<file path="src/rtl/srl_fifo_ctrl.sv">
// srl_fifo_ctrl: shift-register FIFO. Writes shift into a delay line whose
// read tap follows the oldest entry; the popped word is parked in a
// registered valid/ready output stage. Level, almost-full and sticky
// overrun status are derived from registered state only.
module srl_fifo_ctrl #(
    parameter int WID   = 8,
    parameter int DEP   = 16,
    parameter int AFULL = 12
) (
    input  logic                       clk,
    input  logic                       rst_n,
    input  logic                       clr,
    input  logic                       wr,
    input  logic [WID-1:0]             din,
    output logic                       full,
    output logic                       ovr,
    input  logic                       ovr_clr,
    output logic [WID-1:0]             dout,
    output logic                       dout_vld,
    input  logic                       dout_rdy,
    output logic [$clog2(DEP+2)-1:0]   lvl,
    output logic                       afull,
    output logic                       empty
);

    localparam int CW = $clog2(DEP + 1);
    localparam int AW = $clog2(DEP);
    localparam int LW = $clog2(DEP + 2);

    // Output handshake: the consumer takes dout on a rising edge where
    // dout_vld and dout_rdy are both high; dout holds while dout_vld is high
    // and dout_rdy is low.

    logic [CW-1:0]  cnt_q, cnt_d;
    logic [WID-1:0] dout_q, dout_d;
    logic           dout_vld_q, dout_vld_d;
    logic           ovr_q, ovr_d;
    logic [WID-1:0] line_q [DEP];
    logic [WID-1:0] line_d [DEP];

    logic [AW-1:0]  tap;
    logic           push;
    logic           pop;

    // Status and tap address, all from registered state.
    always_comb begin
        full  = (cnt_q == CW'(DEP));
        lvl   = LW'(cnt_q) + LW'(dout_vld_q);
        afull = (lvl >= LW'(AFULL));
        empty = (lvl == '0);
        tap   = (cnt_q == '0) ? '0 : AW'(cnt_q - CW'(1));
        push  = wr & ~full & ~clr;
        pop   = (cnt_q != '0) & (~dout_vld_q | dout_rdy) & ~clr;
    end

    // Next-state for counter, output stage, overrun flag and delay line.
    always_comb begin
        cnt_d      = cnt_q;
        dout_d     = dout_q;
        dout_vld_d = dout_vld_q;
        ovr_d      = ovr_q;
        line_d     = line_q;

        if (clr) begin
            cnt_d      = '0;
            dout_vld_d = 1'b0;
        end else begin
            // Tap is read before the shift, so a same-cycle push cannot
            // disturb the word being popped.
            if (pop) begin
                dout_d     = line_q[tap];
                dout_vld_d = 1'b1;
            end else if (dout_vld_q && dout_rdy) begin
                dout_vld_d = 1'b0;
            end

            if (push && !pop) begin
                cnt_d = cnt_q + CW'(1);
            end else if (pop && !push) begin
                cnt_d = cnt_q - CW'(1);
            end
        end

        if (push) begin
            line_d[0] = din;
            for (int i = 1; i < DEP; i++) begin
                line_d[i] = line_q[i-1];
            end
        end

        // A dropped write wins over a clear request in the same cycle.
        if (wr && full && !clr) begin
            ovr_d = 1'b1;
        end else if (ovr_clr) begin
            ovr_d = 1'b0;
        end
    end

    // Control state register with synchronous active-low reset.
    always_ff @(posedge clk) begin
        if (!rst_n) begin
            cnt_q      <= '0;
            dout_q     <= '0;
            dout_vld_q <= 1'b0;
            ovr_q      <= 1'b0;
        end else begin
            cnt_q      <= cnt_d;
            dout_q     <= dout_d;
            dout_vld_q <= dout_vld_d;
            ovr_q      <= ovr_d;
        end
    end

    // Delay line storage; contents are meaningless until counted, so no reset.
    always_ff @(posedge clk) begin
        line_q <= line_d;
    end

    assign dout     = dout_q;
    assign dout_vld = dout_vld_q;
    assign ovr      = ovr_q;

endmodule
</file>
<file path="config.mk">
export PLATFORM = sky130hd
export DESIGN_NAME = srl_fifo_ctrl
export DESIGN_NICKNAME = d
export VERILOG_FILES = /design/src/rtl/srl_fifo_ctrl.sv
export SDC_FILE = /design/constraint.sdc
export NUM_CORES = 1
export LEC_CHECK = 0
export ABC_AREA = 1
export BUFFER_PORTS_ARGS = -buffer_cell sky130_fd_sc_hd__buf_2
export CAP_MARGIN = 20
export CORE_UTILIZATION = 48
export CTS_CLUSTER_SIZE = 25
export DETAILED_ROUTE_END_ITERATION = 8
export GPL_ROUTABILITY_DRIVEN = 0
export SYNTH_ARGS = -nofsm -noshare
export SYNTH_HDL_FRONTEND = slang
export SYNTH_SLANG_ARGS = --single-unit
export TNS_END_PERCENT = 1
</file>
<file path="constraint.sdc">
create_clock -name clk -period 6.2 [get_ports clk]
set_input_delay 0 -clock clk [delete_from_list [all_inputs] [get_ports clk]]
set_output_delay 0 -clock clk [all_outputs]
set_load 0.02 [all_outputs]
</file>
### Word level (Yosys, flattened, before mapping)

Cells that the tools add are included.

* bits in registers: 143
* bits in latches: 0
* RAM bits: 0
* bits in read-only memories: 0
* bits of input ports: 14
* output and inout port bits: 18
* logic and storage cells: 62
* memories kept: 0

* add/subtract/negate cells: 3
* multiply operators: 0
* div/mod/pow operators: 0
* magnitude comparators: 2
* equal/unequal tests: 1
* shift operators: 0
* mux-type cells: 10
* bitwise logic cells: 10
* reduce and logical (&&, ||, !) cells: 16

Operators with widths (number)
* binary-select mux 8 bit (select 4 bit): 1
* 2-to-1 mux 8 bit: 2
* logical NOT 5 bit: 2
* 2-to-1 mux 5 bit: 2
* nonzero test 2 bit: 3
* adder 5 x 1 -> 5 bit: 1
* adder 5 x 1 -> 5 bit, second input constant: 1
* equality test 5 bit, second input constant: 1
* greater-or-equal comparator 5 x 4 -> 1 bit, second input constant: 1
* greater-or-equal comparator 5 bit, second input constant: 1
* logical AND 1 bit: 5
* NOT 4 -> 5 bit: 1
* nonzero test 5 bit: 1
* subtractor 5 x 1 -> 5 bit, second input constant: 1
* bitwise AND 1 bit: 4
* 2-to-1 mux 1 bit: 4
* 2-to-1 mux 4 bit: 1
* NOT 1 bit: 4
* logical NOT 1 bit: 3
* AND reduction 2 bit: 1
* OR reduction 2 bit: 1
* OR 1 bit: 1

### Depth between registers and ports, before layout

Gate-level depths: netlist (run 1).

* word-level depth: 8
* depth in mapped cells: 16
* mapped depth without buffers: 14

### Worst setup path before layout (run 1)

No wires, ideal clock.

* path kind: register to register
* start: reg cnt_q[0]
* end: reg cnt_q[2]
* setup time: 0.095 ns
* arrival time: 4.885 ns
* required time: 6.105 ns
* slack: 1.220 ns
* stages on the path, launching flop included: 14
* period minus slack after synthesis: 4.980 ns
* cell sequence: dfxtp_1 -> inv_2 -> buf_2 -> buf_1 -> ha_1 -> nand2_1 -> nor2_1 -> inv_1 -> o211ai_1 -> inv_1 -> ha_1 -> inv_1 -> o21ai_0 -> a221oi_1

* word-level cells in the longest chain between the ends: 7
* elaborated cells between the ends (all ways): 16
* those cells by class: add/sub (2); eq/ne (1); mux (2); bitwise (5); reduce/logical (6)

Ends and longest elaborated chain
* start, declared: RTL line 34 `logic [CW-1:0] cnt_q, cnt_d;`
* start signal, assigned: RTL line 107 `cnt_q <= cnt_d;`
* equality test 5 bit *: RTL line 47 `full = (cnt_q == CW'(DEP));`
* NOT 1 bit *: RTL line 52 `push = wr & ~full & ~clr;`
* bitwise AND 1 bit * (2 in a row): RTL line 52
* named net push: RTL line 42 `logic push;`
* logical NOT 1 bit: RTL line 79 `end else if (pop && !push) begin`
* logical AND 1 bit: RTL line 79
* nonzero test 2 bit (no source line)

Mark *: on every way through the listed nets, which the timed path passes. The rest lies on a longest branch. The select of a mux whose other input is x is not followed.
A chain may end at the register's enable or synchronous reset.

### Final worst setup path (run 1)

* start: reg cnt_q[0]
* end: reg dout_q[2] (netlist: dout[2])

* word-level cells in the longest chain between the ends: 6
* elaborated cells between the ends (all ways): 11
* those cells by class: add/sub (1); mux (4); bitwise (3); reduce/logical (3)

Ends and longest elaborated chain
* subtractor 5 x 1 -> 5 bit / logical NOT 5 bit (equally long branches)
* 2-to-1 mux 4 bit: RTL line 51 `tap = (cnt_q == '0) ? '0 : AW'(cnt_q - CW'(1));`
* NOT 4 -> 5 bit (not written as such): RTL line 71 `dout_d = line_q[tap];`
* binary-select mux 8 bit (select 4 bit): RTL line 71
* 2-to-1 mux 8 bit (not written as such) (2 in a row): RTL line 71
* end signal, assigned: RTL line 108 `dout_q <= dout_d;`
* end, declared: RTL line 35 `logic [WID-1:0] dout_q, dout_d;`

Several ways; a longest one is shown, not always the timed one. The select of a mux whose other input is x is not followed.

==> impl_results.md, run 1 <==
* Area of the multi-input gates at 1690 um2
* Fillers at 1088
* Initial antenna violation count at 0
* CP Capture Type: flop
* Drt total wl at 12000 um
* Critical path class: reg -> reg
* Synth top area cells: edfxtp_1 60%, nand3_1 10%, inv_1 5.3%
* Yosys Warn Count at 0
* Die area at 13800 um2
* Share of the core filled with cells at between 50 and 60%
* Port bufs at 31
* Clock latency on the worst-skew pair at between 0.4 and 0.5 ns
* PwrDens at 376 nW/um2
* Fin area at 7320 um2
* # rows at 41
* Peak supply drop at slightly above 0.2 mV
* Final Hold Viols at 0
* Fin crit share at 57.0%
* Drc violations at 0
* Placed cell areas at between 6000 and 7000 um2
* First-pass GRT wire length at 20400 um
* Initial core utilization at 49.8%
* FMAX at 0.283 GHz
* Async set or reset register ratio after synthesis at 0%
* Antenna cells at 0
* Critical path, cell by cell: inv_2 -> buf_4 -> ha_1 -> nand3_2 -> buf_4 -> nand2_2 -> inv_2 -> nand3_1 -> nand3_1 -> nand3_1 -> nand2_1 -> inv_1
* Synth area leader: edfxtp_1
* Most common cell in the netlist: nand3_1
* Setup violations, final at 0
* Via-to-Cell Ratio at 5.08
* Share of post-route cells with drive strength above 1 at 12.5%
* Max-Cap Viols at 0
* CTS tree: done
* Worst path buffer plus inverter count at 5
* Max Buffers Root-to-Sink at 2
* Post-synthesis sequential area ratio at 64.8%
* GRT Util Overall at 19.0%
* H-tree levels at 4
* DP Wirelength at roughly 6900 um
* Core ar. at between 10000 and 15000 um2
* DRT iter0 DRCs at 510
* Global route total overflow at 0
* Required @ worst endpoint at 6.51 ns
* Type of the most critical hold path: in -> reg
* Via Count at 4248
* Top post-synthesis cells by count: 134 x nand3_1, 128 x edfxtp_1, 90 x inv_1
* Synth cell types at 30
* Die width at 117 um
* Status: finished, final reports clean
* Wire per inst at 14.3 um
* First-pass detailed-route iteration total at 5
* Crit path largest cell delay at approximately 0.61 ns
* Synthesized area per cell at 10.4 um2
* Tmin final at 3.54 ns
* Final Non-Filler Cells at 836
* Clock transition at the registers of the reported paths at 0.06 ns
* CP top delay family: buffers and inverters
* Syn Nets at about 630
* Post CTS Setup Buffer Count at 0
* Max Slew Vio Count at 0
* Die Ht at 117 um
* Mapped cell area at 6390 um2
* RSZ-0062 raised after global routing: false
* Area fraction of the dominant cell type after synthesis at 60.1%
* Mapped Cells at 613
* CTS sink cnt at 143
* Worst Tran Pin Value at 0.925 ns
* CP dominant cell by count: nand3_1
* Resized cells post-CTS at 0
* Final clock skew at around 0.01 ns
* Static leakage at 3.10 nW
* Top_reg_cell synth: edfxtp_1
* Final Power at 2.75 mW
* Final net count at 670
* Clk root buf: clkbuf_16
* Area delta synth->final at 14.5%
* Largest net degree at the start of global routing at 94
* Post-synth EDFFs at between 100 and 150
* Fin Setup TNS at 0 ns
* Number of CTS-inserted buffers at 17
* Final ANT Viol Nets at 0
* Critical Path AT at 3.85 ns
* Startpoint Class: flop
* Slew margin rel. at between 30% and 40%
* FF+latch count, synth at approximately 140
* Top-level I/O count at 32
* Worst-path fanout max at 93
* Register area at 4140 um2
* Placed cell count at 790
* Vias in the first global route at 4004
* Critical Path Slowest Stage Cell: nand2_2
## worst paths after layout
path	start	endpoint	slack (ns)	cells past startpoint
max	cnt_q[0]	dout[2]	2.66	12
min	clr	cnt_q[0]	0.04	4
max reg2reg	cnt_q[0]	dout[2]	2.66	12
min reg2reg	line_q[71]	line_q[63]	0.44	0
## layout by cell type, fill, tap and decap left out
| cell | synthesis | layout |
|---|---|---|
| buf_2 | 11 | 31 |
| clkinv_4 | 0 | 1 |
| clkbuf_1 | 5 | 1 |
| xor2_1 | 4 | 4 |
| clkinvlp_4 | 0 | 2 |
| bufinv_16 | 0 | 2 |
| nand2_2 | 1 | 1 |
| clkinv_2 | 0 | 6 |
| o211ai_1 | 1 | 1 |
| edfxtp_1 | 128 | 128 |
| a21oi_1 | 7 | 7 |
| nand3_2 | 1 | 1 |
| ha_1 | 5 | 5 |
| inv_4 | 0 | 1 |
| nor2_2 | 2 | 2 |
| inv_2 | 5 | 5 |
| clkbuf_16 | 0 | 17 |
| o21bai_1 | 1 | 1 |
| a221oi_1 | 1 | 1 |
| clkinv_1 | 1 | 4 |
| nor2_1 | 67 | 67 |
| inv_1 | 90 | 89 |
| o21ai_1 | 9 | 9 |
| buf_4 | 5 | 5 |
| nand3b_1 | 24 | 24 |
| nand2_1 | 68 | 68 |
| nand3_1 | 134 | 134 |
| or2_2 | 8 | 8 |
| o21ai_0 | 5 | 5 |
| nor4_1 | 1 | 1 |
| dlygate4sd3_1 | 0 | 13 |
| xnor2_1 | 1 | 1 |
| o22ai_1 | 1 | 1 |
| buf_16 | 0 | 1 |
| nor3_1 | 2 | 2 |
| dfxtp_1 | 15 | 15 |
## metrics by stage
stage	setup WS [ns]	hold WS, ns
CTS	2.65	0.0262
detailed placement	2.67	0.178
global placement	2.81	0.178
global route	2.31	0.0924
floorplan	1.22	0.0989
finish	2.66	0.0403
## worst min-delay path: cells and delay by family
kind | cells | cell delay (ns)
AO/OA/AOI/OAI | 1 | 0.07
buffers and inverters | 2 | 0.15
AND/OR/NAND/NOR | 1 | 0.19
## report_power, final
part / switching (mW) / leakage [nW] / total, mW / internal (mW)
clock network: 0.373 / 0.272 / 0.955 / 0.582
registers: 0.0314 / 1.32 / 1.15 / 1.12
logic: 0.447 / 1.51 / 0.649 / 0.202
total: 0.851 / 3.10 / 2.75 / 1.90
## kinds of logic (layout without fill, tap and decap cells)
group	Yosys count	in the layout	synth area share, %
AND/OR/NAND/NOR	308	308	22.7
XOR/XNOR	5	5	0.685
AO/OA/AOI/OAI	25	25	2.11
buffers and inverters	127	178	8.67
adder cells (fa/ha/maj)	5	5	0.979
flip-flops	143	143	64.8
## layer usage
layer,vias up,part of all wire (%),global-route usage [%]
met3,8,4.7,5.35
met5,-,0,0
li1,2140,-,-
met1,1998,48,27.3
met2,102,46,27.1
met4,0,0.89,7.47
## repair_timing
action | CTS | global route
hold endpoints to repair | 13 | 0
setup endpoints to repair | 0 | 0
hold buffers | 13 | 0
## state kept, by name, indices dropped and copies added (netlist names)
register	count
cnt_q	5
dout	8
dout_vld	1
line_q	128
ovr	1
## area by class of cell
cell class / count / share of cell area [%]
Tap cell: 172 / 2.94
Multi-Input combinational cell: 343 / 23.1
Inverter: 96 / 4.96
Sequential cell: 143 / 56.6
Clock inverter: 14 / 1.71
Clock buffer: 18 / 5.86
Timing Repair Buffer: 50 / 4.79
Note: power is estimated with default switching activity, not from simulation.
==> run 2: changes to the inputs <==
clock period = 3.3 ns   (was 6.2 ns; I/O delays follow)
==> impl_results.md, run 2 (same netlist as run 1, synthesis figures left out) <==
* Status: finished, final reports clean
* Required @ worst endpoint at about 3.6 ns
* Startpoint Class: flop
* Setup violations, final at 0
* Fin crit share at 78.3%
* Peak supply drop at 0.505 mV
* First-pass detailed-route iteration total at 5
* Critical path, cell by cell: inv_1 -> ha_4 -> nand3_2 -> nand2_2 -> buf_4 -> inv_2 -> nand3_1 -> nand3_1 -> nand3_1 -> nand3_1 -> nand2_1 -> inv_1
* CTS tree: done
* Number of CTS-inserted buffers at 17
* Final Power at about 5.1 mW
* Tmin final at 2.58 ns
* Initial antenna violation count at 0
* CTS sink cnt at 143
* WP depth at 12
* Fin area at 7310 um2
* Drt total wl at 11800 um
* Final clock skew at 0.00505 ns
* Worst reg2reg setup slack at between 0.7 and 0.8 ns
* Worst path buffer plus inverter count at 4
* Worst hold slack at 0.0122 ns
* Clk root buf: clkbuf_16
* Hold Path Depth at 4
* Reg2Reg Depth at 12
* Die Ht at ~120 um
* Initial core utilization at about 50%
* Share of post-route cells with drive strength above 1 at 12.8%
* Max-Cap Viols at 0
* Max FFs per register at between 100 and 150
* Final Hold Viols at 0
* Port bufs at 31
* Drc violations at 0
* Worst Tran Pin Value at 0.944 ns
* Final ANT Viol Nets at 0
* Crit path largest cell delay at 0.44 ns
* Wire per inst at 14.1 um
* CP Capture Type: flop
* Reg2reg start: cnt_q[1]
* Largest net degree at the start of global routing at approximately 130
* Core ar. at 12800 um2
* Area delta synth->final at 14.4%
* Slew margin rel. at 37.1%
* Static leakage at between 3 and 4 nW
* DP Wirelength at slightly below 7000 um
* Critical path class: reg -> reg
* Critical Path Slowest Stage Cell: nand3_2
* GRT Util Overall at a little under a fifth
* CP top delay family: simple AND/OR/NAND/NOR gates
* Reg2reg end: dout[4]
* Max Slew Vio Count at 0
* Final net count at 671
* Critical Path AT at 2.90 ns
* Worst-path fanout max at 33
* Type of the most critical hold path: in -> reg
* Largest Register: line_q
* CP endpoint: dout[4]
* Share of the core filled with cells at 57.0%
* Top-level I/O count at 32
* Clock latency on the worst-skew pair at 0.41 ns
* Commonest non-fill, non-tap cell in the layout: nand3_1
* PwrDens at 698 nW/um2
* Via Count at 4130
* DRT iter0 DRCs at 431
* Global route total overflow at 0
* # rows at 41
* Vias in the first global route at 3939
* Antenna cells at 0
* Die width at 117 um
* H-tree levels at 4
* RSZ-0062 raised after global routing: false
* Launch point of the worst path: cnt_q[1]
* Max Buffers Root-to-Sink at 2
* Die area at 13800 um2
* Most frequent cells in the layout: 134 x nand3_1, 128 x edfxtp_1, 88 x inv_1
* Clock transition at the registers of the reported paths at 0.06 ns
* Placed cell areas at 6650 um2
* CP dominant cell by count: nand3_1
* Via-to-Cell Ratio at 4.93
* First-pass GRT wire length at 19900 um
* FMAX at 0.387 GHz
* Critical hold path startpoint: clr
run 2: cell count changes in the layout (fill, tap and decap cells not counted), sizes merged:
| cell | change |
|---|---|
| buf | +1 |
| bufinv | -1 |
| clkinv | -2 |
| clkinvlp | +4 |
| inv | -1 |
run 2: final cells by class:
| type | instances | area (um2) |
|---|---|---|
| Clock inverter | 14 | 101 |
| Tap cell | 172 | 215 |
| Timing Repair Buffer | 51 | 350 |
| Multi-Input combinational cell | 343 | 1710 |
| Inverter | 96 | 364 |
| Fill cell | 1120 | 5510 |
| Sequential cell | 143 | 4150 |
| Clock buffer | 18 | 429 |
run 2: worst min-delay path, stage by stage:
cell,delay [ns]
buf_2,0.07
inv_1,0.06
nand2_1,0.19
a21oi_1,0.06
run 2: report_power, final:
part           switching, mW  leakage [nW]  internal [mW]
logic                  0.840          1.50          0.389
clock network          0.699         0.245           1.02
registers             0.0574          1.32           2.10
total                   1.60          3.07           3.50
run 2: how the worst min path moves through the flow:
stage	endpoint	slack, ns
finish	cnt_q[0]	0.01
global route	cnt_q[0]	0.07
CTS	cnt_q[0]	0.004
detailed placement	line_q[125]	0.18
global placement	line_q[125]	0.18
floorplan	line_q[120]	0.1
run 2: routing by layer:
| metal | GRT usage, % | routed length (um) |
|---|---|---|
| met5 | 0 | 0 |
| met4 | 6.98 | 147 |
| met3 | 5.40 | 457 |
| met2 | 28.1 | 5590 |
| met1 | 25.1 | 5620 |
run 2: through the flow:
stage                     instances  worst slack (ns)  setup TNS (ns)
after floorplan                 613            -0.917          -37.30
after global placement          792             0.860               0
after detailed placement        792             0.692               0
after CTS                       837             0.673               0
after global routing            837             0.461               0
final                           837             0.716               0
run 2: repair_timing:
action	CTS	global route
endpoints found under the hold margin	13	0
hold buffers	13	0
setup endpoints to repair	0	0
resized for setup	0	0
setup buffers	0	0
